[src/rtl/fp_pkg.sv]
// Shared constants for the fixed-point arithmetic blocks.
package fp_pkg;

  localparam logic [1:0] ST_IDLE = 2'd0;
  localparam logic [1:0] ST_BUSY = 2'd1;
  localparam logic [1:0] ST_FIX  = 2'd2;
  localparam logic [1:0] ST_DONE = 2'd3;

  // Largest positive two's-complement value of a w-bit word.
  function automatic logic [63:0] sat_max(input int w);
    return (64'd1 << (w - 1)) - 64'd1;
  endfunction

  // Bit pattern (and magnitude) of the most negative w-bit value.
  function automatic logic [63:0] sat_min(input int w);
    return 64'd1 << (w - 1);
  endfunction

endpackage

[src/rtl/fp_div_core.sv]
// One restoring-division step: shift in a numerator bit, compare, subtract.
module fp_div_core #(
  parameter int W2 = 20
) (
  input  logic [W2:0]   rem_i,
  input  logic          num_msb_i,
  input  logic [W2-1:0] div_i,
  output logic [W2:0]   rem_o,
  output logic          q_o
);

  logic [W2:0] shifted;

  // The remainder stays below the divisor, so its top bit is normally zero;
  // folding it into the compare keeps the step correct even if it were set.
  always_comb begin
    shifted = {rem_i[W2-1:0], num_msb_i};
    q_o     = rem_i[W2] | (shifted >= {1'b0, div_i});
    rem_o   = q_o ? (shifted - {1'b0, div_i}) : shifted;
  end

endmodule

[src/rtl/fp_div.sv]
// Sequential signed fixed-point divider: one quotient bit per clock,
// truncation toward zero and saturation into the output format.
module fp_div
  import fp_pkg::*;
#(
  parameter int WI1 = 4,
  parameter int WF1 = 16,
  parameter int WI2 = 4,
  parameter int WF2 = 16,
  parameter int WIO = 8,
  parameter int WFO = 16
) (
  input  logic                 clk,
  input  logic                 rst,
  input  logic                 in_valid,
  output logic                 in_ready,
  input  logic [WI1+WF1-1:0]   in1,
  input  logic [WI2+WF2-1:0]   in2,
  output logic                 out_valid,
  input  logic                 out_ready,
  output logic [WIO+WFO-1:0]   out,
  output logic                 ovf,
  output logic                 dz
);

  localparam int W1 = WI1 + WF1;
  localparam int W2 = WI2 + WF2;
  localparam int SH = WFO + WF2 - WF1;
  localparam int NB = W1 + SH;
  localparam int WO = WIO + WFO;
  localparam int CW = $clog2(NB + 1);

  localparam logic [WO-1:0] MAX_V   = WO'(sat_max(WO));
  localparam logic [WO-1:0] MIN_V   = WO'(sat_min(WO));
  localparam logic [NB-1:0] MAX_Q   = NB'(sat_max(WO));
  localparam logic [NB-1:0] MINMAG_Q = NB'(sat_min(WO));

  logic [1:0]    state_q, state_d;
  logic [CW-1:0] cnt_q, cnt_d;
  logic          sign_q, sign_d;
  logic          sign1_q, sign1_d;
  logic          dzl_q, dzl_d;
  logic [NB-1:0] num_q, num_d;
  logic [W2-1:0] div_q, div_d;
  logic [W2:0]   rem_q, rem_d;
  logic [NB-1:0] quo_q, quo_d;
  logic [WO-1:0] out_q, out_d;
  logic          ovf_q, ovf_d;
  logic          dz_q, dz_d;

  logic [W1-1:0] mag1;
  logic [W2-1:0] mag2;
  logic [NB-1:0] quo_neg;
  logic [W2:0]   rem_nxt;
  logic          qbit;

  fp_div_core #(.W2(W2)) u_core (
    .rem_i     (rem_q),
    .num_msb_i (num_q[NB-1]),
    .div_i     (div_q),
    .rem_o     (rem_nxt),
    .q_o       (qbit)
  );

  assign in_ready  = (state_q == ST_IDLE);
  assign out_valid = (state_q == ST_DONE);
  assign out       = out_q;
  assign ovf       = ovf_q;
  assign dz        = dz_q;

  // Operand magnitudes are unsigned so the most negative input is exact.
  always_comb begin
    mag1    = in1[W1-1] ? (~in1 + W1'(1)) : in1;
    mag2    = in2[W2-1] ? (~in2 + W2'(1)) : in2;
    quo_neg = ~quo_q + NB'(1);
  end

  // Next-state: accept, iterate, saturate, hold until handed off.
  always_comb begin
    state_d = state_q;
    cnt_d   = cnt_q;
    sign_d  = sign_q;
    sign1_d = sign1_q;
    dzl_d   = dzl_q;
    num_d   = num_q;
    div_d   = div_q;
    rem_d   = rem_q;
    quo_d   = quo_q;
    out_d   = out_q;
    ovf_d   = ovf_q;
    dz_d    = dz_q;
    case (state_q)
      ST_IDLE: begin
        if (in_valid) begin
          sign_d  = in1[W1-1] ^ in2[W2-1];
          sign1_d = in1[W1-1];
          num_d   = NB'(mag1) << SH;
          div_d   = mag2;
          dzl_d   = (in2 == '0);
          rem_d   = '0;
          quo_d   = '0;
          cnt_d   = CW'(NB);
          state_d = ST_BUSY;
        end
      end
      ST_BUSY: begin
        rem_d = rem_nxt;
        quo_d = {quo_q[NB-2:0], qbit};
        num_d = num_q << 1;
        cnt_d = cnt_q - CW'(1);
        if (cnt_q == CW'(1)) state_d = ST_FIX;
      end
      ST_FIX: begin
        dz_d = dzl_q;
        if (dzl_q) begin
          out_d = sign1_q ? MIN_V : MAX_V;
          ovf_d = 1'b0;
        end else if (!sign_q && (quo_q > MAX_Q)) begin
          out_d = MAX_V;
          ovf_d = 1'b1;
        end else if (sign_q && (quo_q > MINMAG_Q)) begin
          out_d = MIN_V;
          ovf_d = 1'b1;
        end else begin
          out_d = sign_q ? quo_neg[WO-1:0] : quo_q[WO-1:0];
          ovf_d = 1'b0;
        end
        state_d = ST_DONE;
      end
      ST_DONE: begin
        if (out_ready) state_d = ST_IDLE;
      end
      default: state_d = ST_IDLE;
    endcase
  end

  // State and datapath registers with synchronous reset.
  always_ff @(posedge clk) begin
    if (rst) begin
      state_q <= ST_IDLE;
      cnt_q   <= '0;
      sign_q  <= 1'b0;
      sign1_q <= 1'b0;
      dzl_q   <= 1'b0;
      num_q   <= '0;
      div_q   <= '0;
      rem_q   <= '0;
      quo_q   <= '0;
      out_q   <= '0;
      ovf_q   <= 1'b0;
      dz_q    <= 1'b0;
    end else begin
      state_q <= state_d;
      cnt_q   <= cnt_d;
      sign_q  <= sign_d;
      sign1_q <= sign1_d;
      dzl_q   <= dzl_d;
      num_q   <= num_d;
      div_q   <= div_d;
      rem_q   <= rem_d;
      quo_q   <= quo_d;
      out_q   <= out_d;
      ovf_q   <= ovf_d;
      dz_q    <= dz_d;
    end
  end

endmodule
[config.mk]
export PLATFORM = sky130hd
export DESIGN_NAME = fp_div
export DESIGN_NICKNAME = d
export VERILOG_FILES = /design/src/rtl/fp_pkg.sv /design/src/rtl/fp_div_core.sv /design/src/rtl/fp_div.sv
export SDC_FILE = /design/constraint.sdc
export NUM_CORES = 1
export LEC_CHECK = 0
export ABC_AREA = 0
export CAP_MARGIN = 20
export CORE_MARGIN = 2
export CORE_UTILIZATION = 55
export DETAILED_ROUTE_END_ITERATION = 10
export PLACE_DENSITY = 0.77
export SYNTH_ARGS = -nofsm -noshare
export SYNTH_HDL_FRONTEND = slang
export SYNTH_SLANG_ARGS = --single-unit
[constraint.sdc]
create_clock -name clk -period 7.4 [get_ports clk]
set_input_delay 1.11 -clock clk [delete_from_list [all_inputs] [get_ports clk]]
set_output_delay 1.11 -clock clk [all_outputs]
set_load 0.01 [all_outputs]
# --- Word level (Yosys, flattened, before mapping) ---
# Cells that the tools add are included.
op_classes:
  n_addsub: 5
  n_lt_le_gt_ge: 3
  eq_ne: 7
  muxes: 23
  n_bitwise: 5
  n_reduce_logical: 9
op_table:
  columns: ["op", "count"]
  rows:
  - ["case mux 36 bit (2 select lines)", 2]
  - ["two-way mux 24 bit", 5]
  - ["two-way mux 36 bit", 2]
  - ["two-way mux 21 bit", 2]
  - ["case mux 21 bit (2 select lines)", 1]
  - ["adder 20 x 1 -> 20 bit, second input constant", 2]
  - ["two-way mux 20 bit", 2]
  - ["inverter 20 bit", 2]
  - ["> comparator 36 x 23 -> 1 bit, second input constant", 1]
  - ["> comparator 36 x 24 -> 1 bit, second input constant", 1]
  - ["adder 24 x 1 -> 24 bit, second input constant", 1]
  - ["inverter 24 bit", 1]
  - ["greater-or-equal comparator 21 x 20 -> 1 bit", 1]
  - ["subtractor 21 x 20 -> 21 bit", 1]
  - ["zero test 20 bit", 1]
  - ["case mux 6 bit (2 select lines)", 1]
  - ["case mux 2 bit (4 select lines)", 1]
  - ["equality test 6 x 1 -> 1 bit, second input constant", 1]
  - ["two-way mux 2 bit", 3]
  - ["two-way mux 6 bit", 1]
  - ["subtractor 6 x 1 -> 6 bit, second input constant", 1]
  - ["equality test 2 bit, second input constant", 2]
  - ["inequality test 2 bit, second input constant", 2]
  - ["AND reduction 2 bit", 2]
  - ["other kinds (10)", 13]
totals:
  register_bits: 150
  out_inout_bits: 28
  wordCells: 64

# --- Logic depth before layout (Yosys ltp) ---
logic_depth:
  word_depth: 6
  ltp_mapped: 12
  mapped_depth_nobuf: 11

# --- By module ---
# From an unflattened synthesis, not the netlist that was laid out.
unflattened:
  cells_unflattened: 971
  hier_area_um2: 7965.1
by_module_without_submodules:
  columns: ["module", "n_inst", "cells_each", "area_each_um2"]
  rows:
  - ["fp_div", 1, 761, 6397.4]
  - ["fp_div_core", 1, 210, 1567.8]

# --- Worst setup path after synthesis ---
# No wires, ideal clock.
synth_path:
  path_type: "in2reg"
  start: "input in2[5]"
  end: "register div_q[17]"
  setup_time_ns: 0.117
  t_arrival_ns: 3.068
  required_ns: 7.283
  setup_slack_ns: 4.215
  path_stages: 7
  n_path_buf: 0
  cell_sequence: "or3_1 or2_1 or4_4 or4_4 o31ai_4 xnor2_1 a22o_1"
synth_via:
  elab_chain_len: 3
synth_lines:
  columns: ["item", "line", "text"]
  rows:
  - ["from (decl)", "fp_div.sv:18", "input logic [WI2+WF2-1:0] in2,"]
  - ["inverter 20 bit", "fp_div.sv:74", "mag2 = in2[W2-1] ? (~in2 + W2'(1)) : in2;"]
  - ["adder 20 x 1 -> 20 bit", "fp_div.sv:74", null]
  - ["two-way mux 20 bit", "fp_div.sv:74", null]
  - ["to (signal assigned)", "fp_div.sv:159", "div_q <= div_d;"]
  - ["to (decl)", "fp_div.sv:44", "logic [W2-1:0] div_q, div_d;"]
# No other way between the ends.
# A chain may end at the register's enable or synchronous reset.

# --- Worst setup path after layout ---
layout_path:
  start: "input in2[4]"
  end: "register div_q[17]"
# The elaborated chain is that of the path after synthesis.

==> key figures <==
Outcome
  • Status: finished clean

Final layout
  • Layout cells sized above 1: 0.0560
  • Area delta synth->final: 16.4%
  • NumNets Final: 1079
  • FILL cells: 1241
  • N_diodes: 0

CTS
  • CTS buffer count: 17
  • Post-CTS Resized: 0
  • H-Tree Depth: 4
  • CTS root buf: clkbuf_16
  • Clk Latency, worst-skew pair: 0.43 ns
  • # clock sinks: 134
  • Hold-fix buffers, CTS: 0
  • Maximum clock path buffer count: 2
  • Clk slew on worst S/H paths: 0.06 ns
  • CTS tree: built
  • Post-CTS Repair Setup Buffers: 0

Pwr
  • Leakage power: 3.42 nW
  • Switching part of the total: 0.450
  • PD cells: 429 nW/um^2
  • Clk pwr share: 0.214
  • Psw: 1.73 mW
  • Worst vdd ir: 0.000473 V
  • Comb pwr share: 0.529
  • Sequential cell fraction of total power: 0.257
  • Internal power: 2.11 mW

Die
  • Starting Density: 0.559
  • Die area: 15000 um^2
  • Core area: 13800 um^2
  • Die Wd: 122 um
  • Die height: 122 um
  • I/O pin cnt: 72
  • Floorplan row count: 43

Critical path
  • R2R Path Start: div_q[4]
  • Most used cell, CP: or4_4
  • Worst path required time: 7.72 ns
  • Critical Path Fanout Max: 4
  • Worst reg2reg setup slack: 4.39 ns
  • Worst r2r dst: rem_q[20]
  • Largest stage delay on the critical path: 0.51 ns
  • Slowest CP cell: or4_4
  • Cell-by-cell trace of the critical path: clkdlybuf4s50_1, or3_1, or2_1, or4_4, or4_4, o31ai_4, xnor2_1, a22o_1
  • Critical Path Start Type: input port
  • CP Class: input port to flop
  • R2r worst-path depth: 10
  • CP arrival: 3.61 ns
  • Critical path capture point type: flop

STA
  • Final setup vio count: 0
  • Hold Fails Final Rpt: 0
  • Pins Over Slew Limit: 0
  • Final Cycle Share: 0.445
  • Setup_tns: 0 ns
  • Slew headroom: 0.253
  • Worst Tran Pin Value: 1.12 ns
  • Final WS setup: 4.11 ns
  • Post-layout min period: 3.29 ns
  • Max Freq: 0.304 GHz
  • Clock Skew: 0.00766 ns
  • RSZ-0062 raised after global routing: false

Synthesis
  • Number of flops mapped to enable cells by yosys: 0
  • Post-Syn Area per Cell: 7.93 um^2
  • Sequential share of the synthesized area: 0.348
  • Primary FF master, synth: dfxtp_1
  • Synthesized cell area: 7700 um^2
  • #FFs+latches synth: 134
  • Post-synthesis cell type count: 71
  • Syn. warnings: 0
  • Syn Nets: 1045
  • Async S/R FF share, synth: 0
  • Cells after Synth: 971

Worst hold path
  • Hold EP: num_q[31]
  • Min-delay src: num_q[31]
  • Hold crit path type: flop to flop
  • Worst Hold Path Cells: 2

Place
  • Setup Slack @ Placement: 3.68 ns
  • Routability cong.: 0.883
  • Post-DP HPWL: 12.9 mm
  • Port buffer count: 71

Routing
  • Initial DRT Pass Iterations: 5
  • Vias: 7114
  • DRC: 0
  • DR WL/cell: 15.5 um
  • Initial drt markers: 751
  • Final wirelength: 18.6 mm
  • Via density: 5.94
  • Antenna Violating Nets Remaining: 0

Global routing
  • Total grt overflow: 0
  • Largest net degree at the start of global routing: 59
  • Initial antenna violation count: 0
  • Total GRT Usage: 0.258
  • Vias in the first global route: 6391
  • First-pass GRT wire length: 31.0 mm

Run
  • Max cap viols: 0
## worst max-delay path, delay by kind of cell
family	cells	cell delay, ns
xor+xnor	1	0.09
simple gates	4	1.59
compound gates	2	0.37
buf+inv	1	0.45
## metal layers
layer | part of all wire | global-route usage
met5 | 0 | 0
met4 | 0.018 | 0.0927
met3 | 0.057 | 0.0544
met2 | 0.45 | 0.399
met1 | 0.47 | 0.354
## final cells by class
| cell class | count | area (um^2) | area share |
|---|---|---|---|
| timing repair buffer | 78 | 761 | 0.0849 |
| tap | 180 | 225 | 0.0251 |
| multi-input combinational | 736 | 4570 | 0.510 |
| clock inverter | 14 | 140 | 0.0156 |
| clock buffer | 18 | 439 | 0.0490 |
| inverter | 38 | 143 | 0.0159 |
| sequential | 134 | 2680 | 0.299 |
## cell families (layout without fill, tap and decap cells)
logic type,count (synthesis),after routing,share of synthesized area
buffers and inverters,101,148,0.0596
adders and majority gates,30,30,0.0497
and+or+nand+nor,328,328,0.197
AOI/OAI and AO/OA,302,302,0.257
muxes,10,10,0.0130
xor gates and xnor gates,66,66,0.0750
DFF,134,134,0.348
## power groups by stage
stage / Combinational [mW] / Sequential (mW) / Clock (mW)
floorplan: 1.59 / 0.961 / 0
global placement: 1.95 / 0.997 / 0
detailed placement: 1.97 / 0.999 / 0
CTS: 2.00 / 0.985 / 0.834
global route: 2.28 / 1.01 / 0.864
finish: 2.03 / 0.987 / 0.822
## stage by stage
| step | cells | hold WS, ns | utilization | area, um^2 | total power [mW] |
|---|---|---|---|---|---|
| floorplan | 971 | 0.427 | - | 7700 | 2.55 |
| global placement | 1165 | 0.439 | 0.608 | 8380 | 2.95 |
| detailed placement | 1165 | 0.445 | 0.608 | 8380 | 2.97 |
| CTS | 1197 | 0.451 | 0.650 | 8960 | 3.82 |
| global route | 1198 | 0.470 | 0.651 | 8960 | 4.15 |
| finish | 1198 | 0.447 | 0.651 | 8960 | 3.84 |
## how the worst max path moves through the flow
stage / from / endpoint / cells past startpoint
3_3_place_gp: in2[4] / div_q[17] / 8
5_1_grt: in2[0] / div_q[16] / 10
2_1_floorplan: in2[5] / div_q[17] / 7
3_5_place_dp: in2[4] / div_q[17] / 8
6_report: in2[4] / div_q[17] / 8
4_1_cts: in2[4] / div_q[17] / 8
## cell usage after synthesis (all sizes together), types with 9 or more instances
| cell type | number | share of area |
|---|---|---|
| nor3 | 28 | 0.018 |
| o22ai | 13 | 0.011 |
| nand2b | 11 | 0.0089 |
| o31ai | 11 | 0.013 |
| a22oi | 38 | 0.037 |
| xor2 | 46 | 0.052 |
| o211ai | 9 | 0.0088 |
| nand3 | 12 | 0.0078 |
| or4 | 9 | 0.010 |
| or3 | 9 | 0.0073 |
| o21ai | 63 | 0.041 |
| inv | 37 | 0.018 |
| a32oi | 9 | 0.010 |
| buf | 18 | 0.016 |
| nor2 | 119 | 0.058 |
| mux2i | 10 | 0.013 |
| a21oi | 78 | 0.051 |
| nor4 | 9 | 0.0093 |
| clkbuf | 42 | 0.021 |
| dfxtp | 134 | 0.35 |
| ha | 29 | 0.047 |
| xnor2 | 20 | 0.023 |
| nand2 | 99 | 0.048 |
| a211oi | 22 | 0.021 |
## flip-flops by register name, indices dropped and copies added (netlist names), 2 cells and up
name     cells
quo_q       36
out         24
div_q       20
cnt_q        6
rem_q       21
state_q      2
num_q       20
## placed cells by master (no fill, tap or decap), types with 12 or more instances in the layout
cell type        instances
a211oi_1                22
dfxtp_1                134
inv_1                   37
a22oi_1                 38
nor3_1                  28
nand2_1                 99
ha_1                    29
clkbuf_16               17
nor2_1                 118
xnor2_1                 20
xor2_1                  46
a21oi_1                 77
o21ai_0                 56
nand3_1                 12
o22ai_1                 13
clkdlybuf4s50_1         70
Power figures use the tool's default switching activity.
